**config.mk**
```make
export PLATFORM = sky130hd
export DESIGN_NAME = dac_spi_rx
export DESIGN_NICKNAME = d
export VERILOG_FILES = /design/src/rtl/dac_spi_pkg.sv /design/src/rtl/dac_spi_sync.sv /design/src/rtl/dac_spi_rx.sv
export SDC_FILE = /design/constraint.sdc
export NUM_CORES = 1
export LEC_CHECK = 0
export ABC_AREA = 1
export BUFFER_PORTS_ARGS = -buffer_cell sky130_fd_sc_hd__buf_2
export CORE_ASPECT_RATIO = 0.5
export CORE_MARGIN = 2
export CORE_UTILIZATION = 30
export DETAILED_ROUTE_END_ITERATION = 16
export GPL_TIMING_DRIVEN = 0
export SYNTH_ARGS = -nofsm -noshare
export SYNTH_HDL_FRONTEND = slang
export SYNTH_HIERARCHICAL = 1
export SYNTH_SLANG_ARGS = --single-unit
```
**constraint.sdc**
```tcl
create_clock -name clk -period 1.6 [get_ports clk]
set_input_delay 0.4 -clock clk [delete_from_list [all_inputs] [get_ports clk]]
set_output_delay 0.4 -clock clk [all_outputs]
set_load 0.02 [all_outputs]
```
**src/rtl/dac_spi_pkg.sv**
```systemverilog
// dac_spi_pkg: frame layout, command codes and FSM states for the DAC SPI receiver.
package dac_spi_pkg;

  localparam int FRAME_BITS = 24;

  // Bit positions of the fields inside the last FRAME_BITS received bits
  localparam int COMM_MSB = 23;
  localparam int COMM_LSB = 20;
  localparam int ADDR_MSB = 19;
  localparam int ADDR_LSB = 16;
  localparam int DATA_MSB = 15;
  localparam int DATA_LSB = 0;

  localparam logic [3:0] CMD_WRITE = 4'h3;

  typedef enum logic [1:0] {
    ST_IDLE  = 2'd0,
    ST_SHIFT = 2'd1,
    ST_CHECK = 2'd2,
    ST_ABORT = 2'd3
  } state_e;

endpackage

```
**src/rtl/dac_spi_sync.sv**
```systemverilog
// dac_spi_sync: single-bit multi-flop synchronizer with a selectable reset value.
module dac_spi_sync #(
  parameter int   STAGES  = 2,
  parameter logic RST_VAL = 1'b0
) (
  input  logic clk,
  input  logic rst_n,
  input  logic d_i,
  output logic q_o
);

  logic [STAGES-1:0] sync_q;

  // Shift the asynchronous input through the flop chain
  always_ff @(posedge clk or negedge rst_n) begin
    if (!rst_n) sync_q <= {STAGES{RST_VAL}};
    else        sync_q <= {sync_q[STAGES-2:0], d_i};
  end

  assign q_o = sync_q[STAGES-1];

endmodule

```
**src/rtl/dac_spi_rx.sv**
```systemverilog
// dac_spi_rx: SPI-style DAC command receiver (sclk idles high, sync active-low,
// data MSB first, sampled on sclk rising edges). Frames of 24 bits, or 25 with a
// leading pad bit, are decoded into comm/addr/data fields.
// Optional register bank: define DAC_SPI_RX_REGFILE_EN.
module dac_spi_rx
  import dac_spi_pkg::*;
#(
  parameter int          SYNC_STAGES = 2,
  parameter logic [31:0] TIMEOUT     = 32'd4096
) (
  input  logic        clk,
  input  logic        rst_n,
  input  logic        spi_sclk,
  input  logic        spi_sync,
  input  logic        spi_data,
  output logic [3:0]  rx_comm,
  output logic [3:0]  rx_addr,
  output logic [15:0] rx_data,
  output logic        rx_valid,
  output logic        rx_err,
  output logic        busy,
  output logic [15:0] frame_cnt,
  input  logic [3:0]  reg_raddr,
  output logic [15:0] reg_rdata
);

  localparam logic [7:0] SETTLE = 8'(SYNC_STAGES);

  logic sclk_s, sync_s, data_s;
  logic sclk_h_q, sync_h_q;

  dac_spi_sync #(.STAGES(SYNC_STAGES), .RST_VAL(1'b1)) u_sync_sclk (
    .clk(clk), .rst_n(rst_n), .d_i(spi_sclk), .q_o(sclk_s));
  dac_spi_sync #(.STAGES(SYNC_STAGES), .RST_VAL(1'b1)) u_sync_sync (
    .clk(clk), .rst_n(rst_n), .d_i(spi_sync), .q_o(sync_s));
  dac_spi_sync #(.STAGES(SYNC_STAGES), .RST_VAL(1'b0)) u_sync_data (
    .clk(clk), .rst_n(rst_n), .d_i(spi_data), .q_o(data_s));

  wire sclk_rise = sclk_s & ~sclk_h_q;
  wire sync_fall = ~sync_s & sync_h_q;
  wire sync_rise = sync_s & ~sync_h_q;

  state_e      state_q;
  logic [23:0] shreg_q;
  logic [5:0]  bitcnt_q;
  logic [31:0] tmo_q;
  logic        pend_q;
  logic        armed_q;
  logic [7:0]  settle_q;
  logic [3:0]  comm_q, addr_q;
  logic [15:0] data_q, cnt_q;
  logic        valid_q, err_q, busy_q;

  wire len_ok = (bitcnt_q == 6'd24) || (bitcnt_q == 6'd25);
  wire accept = (state_q == ST_CHECK) && len_ok;

  // Frame FSM, shift register, counters and registered outputs.
  // armed_q blocks frame starts after reset until sync has settled high, so a
  // frame cut by reset (sync still low) cannot restart from the synchronizer's
  // reset-to-1 transient; only a fresh falling edge starts a frame.
  always_ff @(posedge clk or negedge rst_n) begin
    if (!rst_n) begin
      sclk_h_q <= 1'b1;
      sync_h_q <= 1'b1;
      state_q  <= ST_IDLE;
      shreg_q  <= '0;
      bitcnt_q <= '0;
      tmo_q    <= '0;
      pend_q   <= 1'b0;
      armed_q  <= 1'b0;
      settle_q <= '0;
      comm_q   <= '0;
      addr_q   <= '0;
      data_q   <= '0;
      cnt_q    <= '0;
      valid_q  <= 1'b0;
      err_q    <= 1'b0;
      busy_q   <= 1'b0;
    end else begin
      sclk_h_q <= sclk_s;
      sync_h_q <= sync_s;
      valid_q  <= 1'b0;
      err_q    <= 1'b0;
      if (!armed_q) begin
        if (settle_q != SETTLE) settle_q <= settle_q + 8'd1;
        else if (sync_s)        armed_q  <= 1'b1;
      end
      unique case (state_q)
        ST_IDLE: begin
          pend_q <= 1'b0;
          if (armed_q && (sync_fall || (pend_q && !sync_s))) begin
            state_q  <= ST_SHIFT;
            busy_q   <= 1'b1;
            shreg_q  <= '0;
            bitcnt_q <= '0;
            tmo_q    <= '0;
          end
        end
        ST_SHIFT: begin
          if (sclk_rise) begin
            shreg_q <= {shreg_q[22:0], data_s};
            if (bitcnt_q != 6'd63) bitcnt_q <= bitcnt_q + 6'd1;
          end
          if (sync_rise)             state_q <= ST_CHECK;
          else if (tmo_q == TIMEOUT) state_q <= ST_ABORT;
          else                       tmo_q   <= tmo_q + 32'd1;
        end
        ST_CHECK: begin
          if (len_ok) begin
            comm_q  <= shreg_q[COMM_MSB:COMM_LSB];
            addr_q  <= shreg_q[ADDR_MSB:ADDR_LSB];
            data_q  <= shreg_q[DATA_MSB:DATA_LSB];
            cnt_q   <= cnt_q + 16'd1;
            valid_q <= 1'b1;
          end else begin
            err_q   <= 1'b1;
          end
          if (sync_fall) pend_q <= 1'b1;
          state_q <= ST_IDLE;
          busy_q  <= 1'b0;
        end
        ST_ABORT: begin
          err_q <= 1'b1;
          if (sync_fall) pend_q <= 1'b1;
          state_q <= ST_IDLE;
          busy_q  <= 1'b0;
        end
        default: begin
          state_q <= ST_IDLE;
          busy_q  <= 1'b0;
        end
      endcase
    end
  end

  assign rx_comm   = comm_q;
  assign rx_addr   = addr_q;
  assign rx_data   = data_q;
  assign rx_valid  = valid_q;
  assign rx_err    = err_q;
  assign busy      = busy_q;
  assign frame_cnt = cnt_q;

`ifdef DAC_SPI_RX_REGFILE_EN
  logic [15:0] bank_q [16];

  // Accepted write commands land in the bank at the frame's address
  always_ff @(posedge clk or negedge rst_n) begin
    if (!rst_n) begin
      for (int i = 0; i < 16; i++) bank_q[i] <= '0;
    end else if (accept && shreg_q[COMM_MSB:COMM_LSB] == CMD_WRITE) begin
      bank_q[shreg_q[ADDR_MSB:ADDR_LSB]] <= shreg_q[DATA_MSB:DATA_LSB];
    end
  end

  assign reg_rdata = bank_q[reg_raddr];
`else
  logic unused_rd;
  assign unused_rd = accept ^ (^reg_raddr);
  assign reg_rdata = 16'h0000;
`endif

endmodule

```
==> results.tsv, run 1 <==
metric	value	unit
core_area	0.02159	sq mm
r2r_start	tmo_q[1]$_DFFE_PN0P_	
setup_viol	24	
root_buffer	clkbuf_16	
vdd_drop_max	880.8	uV
p_switching	3.242	mW
die_y	108.8	um
endpoint_kind	flop	
fmax	0.5947	GHz
setup_slack	-81.42	ps
p_clk_share	37.8	%
hpwl	11080	um
io_pins	68	
first_global_vias	5524	
power.density	1164	mW/mm^2
cpPeakStageDelay	350	ps
combPwrFrac	27.7	%
worstSetupPathType	flop to flop	
skew	9.404	ps
worstPathRequired	1910	ps
rsz0062_at_grt	true	
drtAntennaViolNets	0	
cts_buffers	17	
seqPwrFrac	34.5	%
yosys_most_used_dff	dfrtp_1	
drtIter0Drc	395	
diodes	0	
drive_above_1_share	26.44	%
ys_types	36	
portBuffers	47	
htree_levels	4	
outcome	complete, but fails checks	
synth_area	0.006586	sq mm
fp.dieW	213.5	um
hold_depth	1	
synthToLayoutAreaGrowth	29.94	%
drc	0	
maxCapViolations	0	
initial_core_util	30.51	%
r2r_slack	-80	ps
switching_share	32.56	%
slew_viol_final	0	
violations	negative setup slack	
gr-total-overflow	0	
synth_edf_count	0	
whs	87.76	ps
fin_crit_sh	105.1	%
min_path_type	input port to flop	
vias_per_cell	4.485	
grt_usage	14.70	%
min_from	spi_sclk	
critPathBufInv	2	
cp_max_fo	5	
layout_min_cycle_time	1681	ps
cpMostUsedCell	nand2_2	
crit_slowest_cell	dfrtp_1	
finalSetupTns	-752.3	ps
path_delay_family	compound AO/OA/AOI/OAI gates	
routed_wl	16500	um
gp_congestion	0.9215	
p_int	6.717	mW
wl_per_cell	12.97	um
reg2regPathDepth	9	
worstSkewPairLatency	420	ps
hold_violations	0	
ys_seq_area_share	47.61	%
p_leak	4.199	nW
startpoint	tmo_q[1]$_DFFE_PN0P_	
path_clk_slew	60	ps
synth_area_per_cell	7.794	sq um
vias	5705	
syn_inst	845	
antenna_found_initial	0	
fp-row-count	38	
min_to	u_sync_sclk/sync_q[0]$_DFF_PN1_	
dieArea	0.02323	sq mm
num-nets-final	976	
ys_ff_latch	125	
cts.sinks	125	
synthArstFlopShare	100.0	%
arrival	1990	ps
grt_pass1_wl	26960	um
grt_max_degree	94	
r2r_end	tmo_q[10]$_DFFE_PN0P_	
ys_warn_count	6	
cp-start-kind	flop	
cts_tree	built	
first_pass_iters	5	
fill_cells	2188	
crit_chain	buf_4 -> ha_1 -> nand3_2 -> inv_1 -> nand2_2 -> o21ai_0 -> a21boi_0 -> nand2_2 -> o21ai_2	
cts_buffer_depth	2	
-- placed cells by master, fill, tap and decap left out, types with 13 or more instances in the layout --
cell type  count
o21ai_0       48
nor2_1        72
inv_1        105
buf_2         50
nor2_2        15
nand2_1      207
nand2_2       20
nand3_1       67
o21ai_2       15
xor2_1        24
clkbuf_16     20
conb_1        16
dfrtp_1      115
nor3_1        13
buf_4         45
-- Yosys cell counts, types with 3 or more instances --
library cell    n  area, sq um
dfstp_2         6        157.7
nand2_2         3        18.77
ha_1            8        100.1
nand3b_1        4        30.03
buf_2           6        30.03
buf_4          18        135.1
o21ai_0        55        275.3
clkbuf_1        8        30.03
dfrtp_1       119         2978
a21oi_1        10        50.05
nand2_1       230        863.3
nor2_2          5        31.28
nor2_4          5        56.30
nand4_1        10        62.56
o21ai_2        12        105.1
xor2_1         24        210.2
nand3_1        72        360.4
inv_1         114        427.9
nor2_1         88        330.3
o21ai_1         7        35.03
buf_6           7        78.83
nor3_1         15        75.07
-- power by group through the flow --
stage          sequential (mW)  combinational (mW)  clock (mW)
4_1_cts                   3.42                2.15        3.82
5_1_grt                   3.45                2.98        3.98
6_report                  3.44                2.76        3.76
3_3_place_gp              3.48                1.63           0
2_1_floorplan             3.48                1.13           0
3_5_place_dp              3.49                1.68           0
-- registers in the layout, indices dropped and copies added (netlist names) --
register	count
tmo_q	32
shreg_q	24
frame_cnt	16
rx_data	16
settle_q	8
bitcnt_q	6
rx_addr	4
rx_comm	4
state_q	2
u_sync_data/sync_q	2
u_sync_sclk/sync_q	2
u_sync_sync/sync_q	2
armed_q	1
busy	1
pend_q	1
rx_err	1
rx_valid	1
sclk_h_q	1
sync_h_q	1
-- per-stage QoR --
step	util [%]	setup slack, ps	instances	power (mW)	area [sq um]
6_report	39.65	-81.42	1272	9.959	8558
5_1_grt	39.65	-201.4	1272	10.42	8558
4_1_cts	37.87	-64.32	1258	9.393	8174
3_5_place_dp	33.76	-380.8	1208	5.165	7287
3_3_place_gp	33.60	-1592	1207	5.111	7253
2_1_floorplan	-	54.19	860	4.613	6643
-- logic make-up (layout without fill, tap and decap cells) --
group / Yosys count / after routing / synth area share [%]
buf+inv: 158 / 270 / 10.94
xor+xnor: 26 / 26 / 3.457
fa+ha+maj: 8 / 8 / 1.520
compound gates: 89 / 89 / 7.732
flops: 125 / 125 / 47.61
other cells: 1 / 16 / 0.05694
simple gates: 438 / 438 / 28.69
-- worst max-delay path by stage --
stage | to | slack [ps] | depth (start not counted)
2_1_floorplan | tmo_q[10]$_DFFE_PN0P_ | 50 | 12
3_3_place_gp | shreg_q[18]$_DFFE_PN0P_ | -1590 | 1
3_5_place_dp | rx_data[2]$_DFFE_PN0P_ | -380 | 8
4_1_cts | tmo_q[25]$_DFFE_PN0P_ | -60 | 12
5_1_grt | tmo_q[16]$_DFFE_PN0P_ | -200 | 12
6_report | tmo_q[10]$_DFFE_PN0P_ | -80 | 9
-- metal layers --
metal | GRT usage [%] | wire, um | up-vias
met3 | 2.851 | 588 | 20
met4 | 5.308 | 233 | 0
met1 | 19.54 | 7783 | 2737
li1 | - | - | 2847
met5 | 0 | 0 | -
met2 | 24.03 | 7889 | 101
-- repair_timing --
item | CTS | global route
pin swaps | 8 | 16
endpoints found under the setup margin | 99 | 95
gates resized for setup | 61 | 72
hold buffers | 1 | 0
gates cloned | 2 | 3
buffers inserted | 15 | 11
endpoints found under the hold margin | 30 | 0
-- area by class of cell --
cell class / count / area, sq um / share of cell area, %
inverter: 117 / 440.4 / 5.146
clock inverter: 14 / 133.9 / 1.564
timing repair buffer: 80 / 591.8 / 6.915
sequential: 125 / 3141 / 36.70
tap: 300 / 375.4 / 4.386
clock buffer: 18 / 439.2 / 5.132
buffer: 41 / 372.9 / 4.357
multi-input combinational: 577 / 3064 / 35.80
No activity file was read; power rests on OpenSTA's default activity.
==> run 2, diff against run 1 <==
--- a/config.mk
+++ b/config.mk
@@ -8,7 +8,6 @@
 export ABC_AREA = 1
 export BUFFER_PORTS_ARGS = -buffer_cell sky130_fd_sc_hd__buf_2
 export CORE_ASPECT_RATIO = 0.5
-export CORE_MARGIN = 2
 export CORE_UTILIZATION = 30
 export DETAILED_ROUTE_END_ITERATION = 16
 export GPL_TIMING_DRIVEN = 0
==> results.tsv, run 2 (same netlist as run 1, synthesis figures left out) <==
metric	value	unit	change
cp-start-kind	flop		
relSlewSlack	64.83	%	
dp_cells	1200		-0.66%
initial_core_util	31.34	%	+0.82 points
cp_max_fo	5		unchanged
grt_usage	15.12	%	+0.42 points
outcome	complete, but fails checks		
root_buffer	clkbuf_16		
skew	10.60	ps	+1.196 ps
cts_buffer_depth	2		unchanged
setup_viol	24		unchanged
largest_reg_flops	32		unchanged
dieArea	0.02259	sq mm	-2.8%
post-route-util	41.34	%	+1.7 points
vdd_drop_max	772.3	uV	-12%
worstSetupPathType	flop to flop		
hold_violations	0		unchanged
rsz0062_at_grt	true		
synthToLayoutAreaGrowth	31.91	%	
hpwl	11120	um	+0.36%
cts_buffers	17		unchanged
vias_per_cell	4.500		+0.32%
finalNonFillerCells	1265		-0.55%
cts_tree	built		
setup_slack	-64.49	ps	+16.93 ps
vias	5692		-0.23%
num-nets-final	977		+0.10%
htree_levels	4		unchanged
endpoint_kind	flop		
grt_pass1_wl	27030	um	+0.26%
r2r_start	tmo_q[0]$_DFFE_PN0P_		
portBuffers	47		unchanged
first_global_vias	5523		-0.018%
violations	negative setup slack		
gp_congestion	0.8933		-3.1%
first_pass_iters	5		unchanged
fin_crit_sh	104.0	%	-1.1 points
arrival	2020	ps	+30 ps
routed_wl	16800	um	+1.8%
diodes	0		unchanged
fmax	0.6008	GHz	+1.0%
path_clk_slew	60	ps	about the same
min_path_type	input port to flop		
drtIter0Drc	394		-0.25%
wl_per_cell	13.28	um	+2.4%
layout_min_cycle_time	1664	ps	-16.93 ps
final_common_cell	nand2_1		
die_y	106.8	um	-1.8%
maxCapViolations	0		unchanged
slew_viol_final	0		unchanged
stdcell_area	0.008688	sq mm	+1.5%
io_pins	68		unchanged
regMostFlops	tmo_q		
fp-row-count	37		-2.6%
core_area	0.02102	sq mm	-2.6%
min_from	spi_sync		
gr-total-overflow	0		unchanged
power.density	1159	mW/mm^2	-0.40%
p_leak	4.197	nW	about the same
whs	87.28	ps	-0.4797 ps
worstPathRequired	1950	ps	+40 ps
place_area	0.007277	sq mm	-0.14%
fill_cells	2104		-3.8%
grt_max_degree	96		+2.1%
startpoint	tmo_q[0]$_DFFE_PN0P_		
largestRegisters	tmo_q: 32 flops, shreg_q: 24 flops		
antenna_found_initial	0		unchanged
drtAntennaViolNets	0		unchanged
drc	0		unchanged
fp.dieW	211.5	um	-0.94%
drive_above_1_share	29.70	%	+3.3 points
final_cell_mix	197 x nand2_1, 110 x dfrtp_1, 101 x inv_1, 67 x nor2_1, 64 x nand3_1		
worst_pin_slew	527.6	ps	
cts.sinks	125		unchanged
worstSkewPairLatency	420	ps	about the same
-- run 2: worst paths after layout --
check	to	slack (ps)	depth (start not counted)
hold / removal	u_sync_sync/sync_q[0]$_DFF_PN1_	90	1
setup reg to reg	tmo_q[2]$_DFFE_PN0P_	-60	11
min in group asynchronous	tmo_q[29]$_DFFE_PN0P_	430	2
max in group asynchronous	tmo_q[5]$_DFFE_PN0P_	340	3
hold reg to reg	u_sync_data/sync_q[1]$_DFF_PN0_	350	0
setup / recovery	tmo_q[2]$_DFFE_PN0P_	-60	11
-- run 2: power breakdown --
group	switching, mW	internal [mW]
sequential	0.135	3.31
combinational	1.63	1.19
clock	1.56	2.25
total	3.32	6.75
-- run 2: layout make-up --
cell class | instances | area [sq um] | area share, %
Buffer | 37 | 334.1 | 3.845
Inverter | 117 | 442.9 | 5.098
Timing Repair Buffer | 85 | 624.3 | 7.186
Sequential cell | 125 | 3147 | 36.22
Tap cell | 292 | 365.4 | 4.205
Multi-Input combinational cell | 577 | 3194 | 36.77
Clock inverter | 13 | 127.6 | 1.469
Clock buffer | 19 | 452.9 | 5.213
-- run 2: worst max-delay path: stages, from the launching register on --
cell	delay, ps
dfrtp_1	400
inv_2	90
ha_4	140
nand3_2	60
nor2_2	130
nand2_2	90
nor2_4	130
nor2_4	60
nor2_4	170
buf_6	170
nand2_1	80
nand2_2	70
-- run 2: what timing repair did --
item / CTS / global route
resized for setup: 57 / 142
endpoints found under the setup margin: 100 / 101
setup buffers: 17 / 15
gates cloned: 1 / 4
endpoints found under the hold margin: 26 / 0
hold buffers: 1 / 0
pin swaps: 10 / 36
-- run 2: metrics by stage --
| step | power, mW | setup slack, ps | TNS (ps) |
|---|---|---|---|
| 2_1_floorplan | 4.613 | 54.19 | 0 |
| 5_1_grt | 10.53 | -164.9 | -4658 |
| 3_5_place_dp | 5.149 | -398.5 | -15830 |
| 6_report | 10.07 | -64.49 | -767.6 |
| 4_1_cts | 9.414 | -32.69 | -415.1 |
| 3_3_place_gp | 5.130 | -1595 | -209170 |
-- run 2: routing by layer --
metal  track usage (%)  part of all wire, %  vias up
met5                 0                    0        -
met4             3.623                  1.2        0
met3             3.808                  4.0       16
met2             24.25                   47       88
met1             20.43                   48     2750
li1                  -                    -     2838
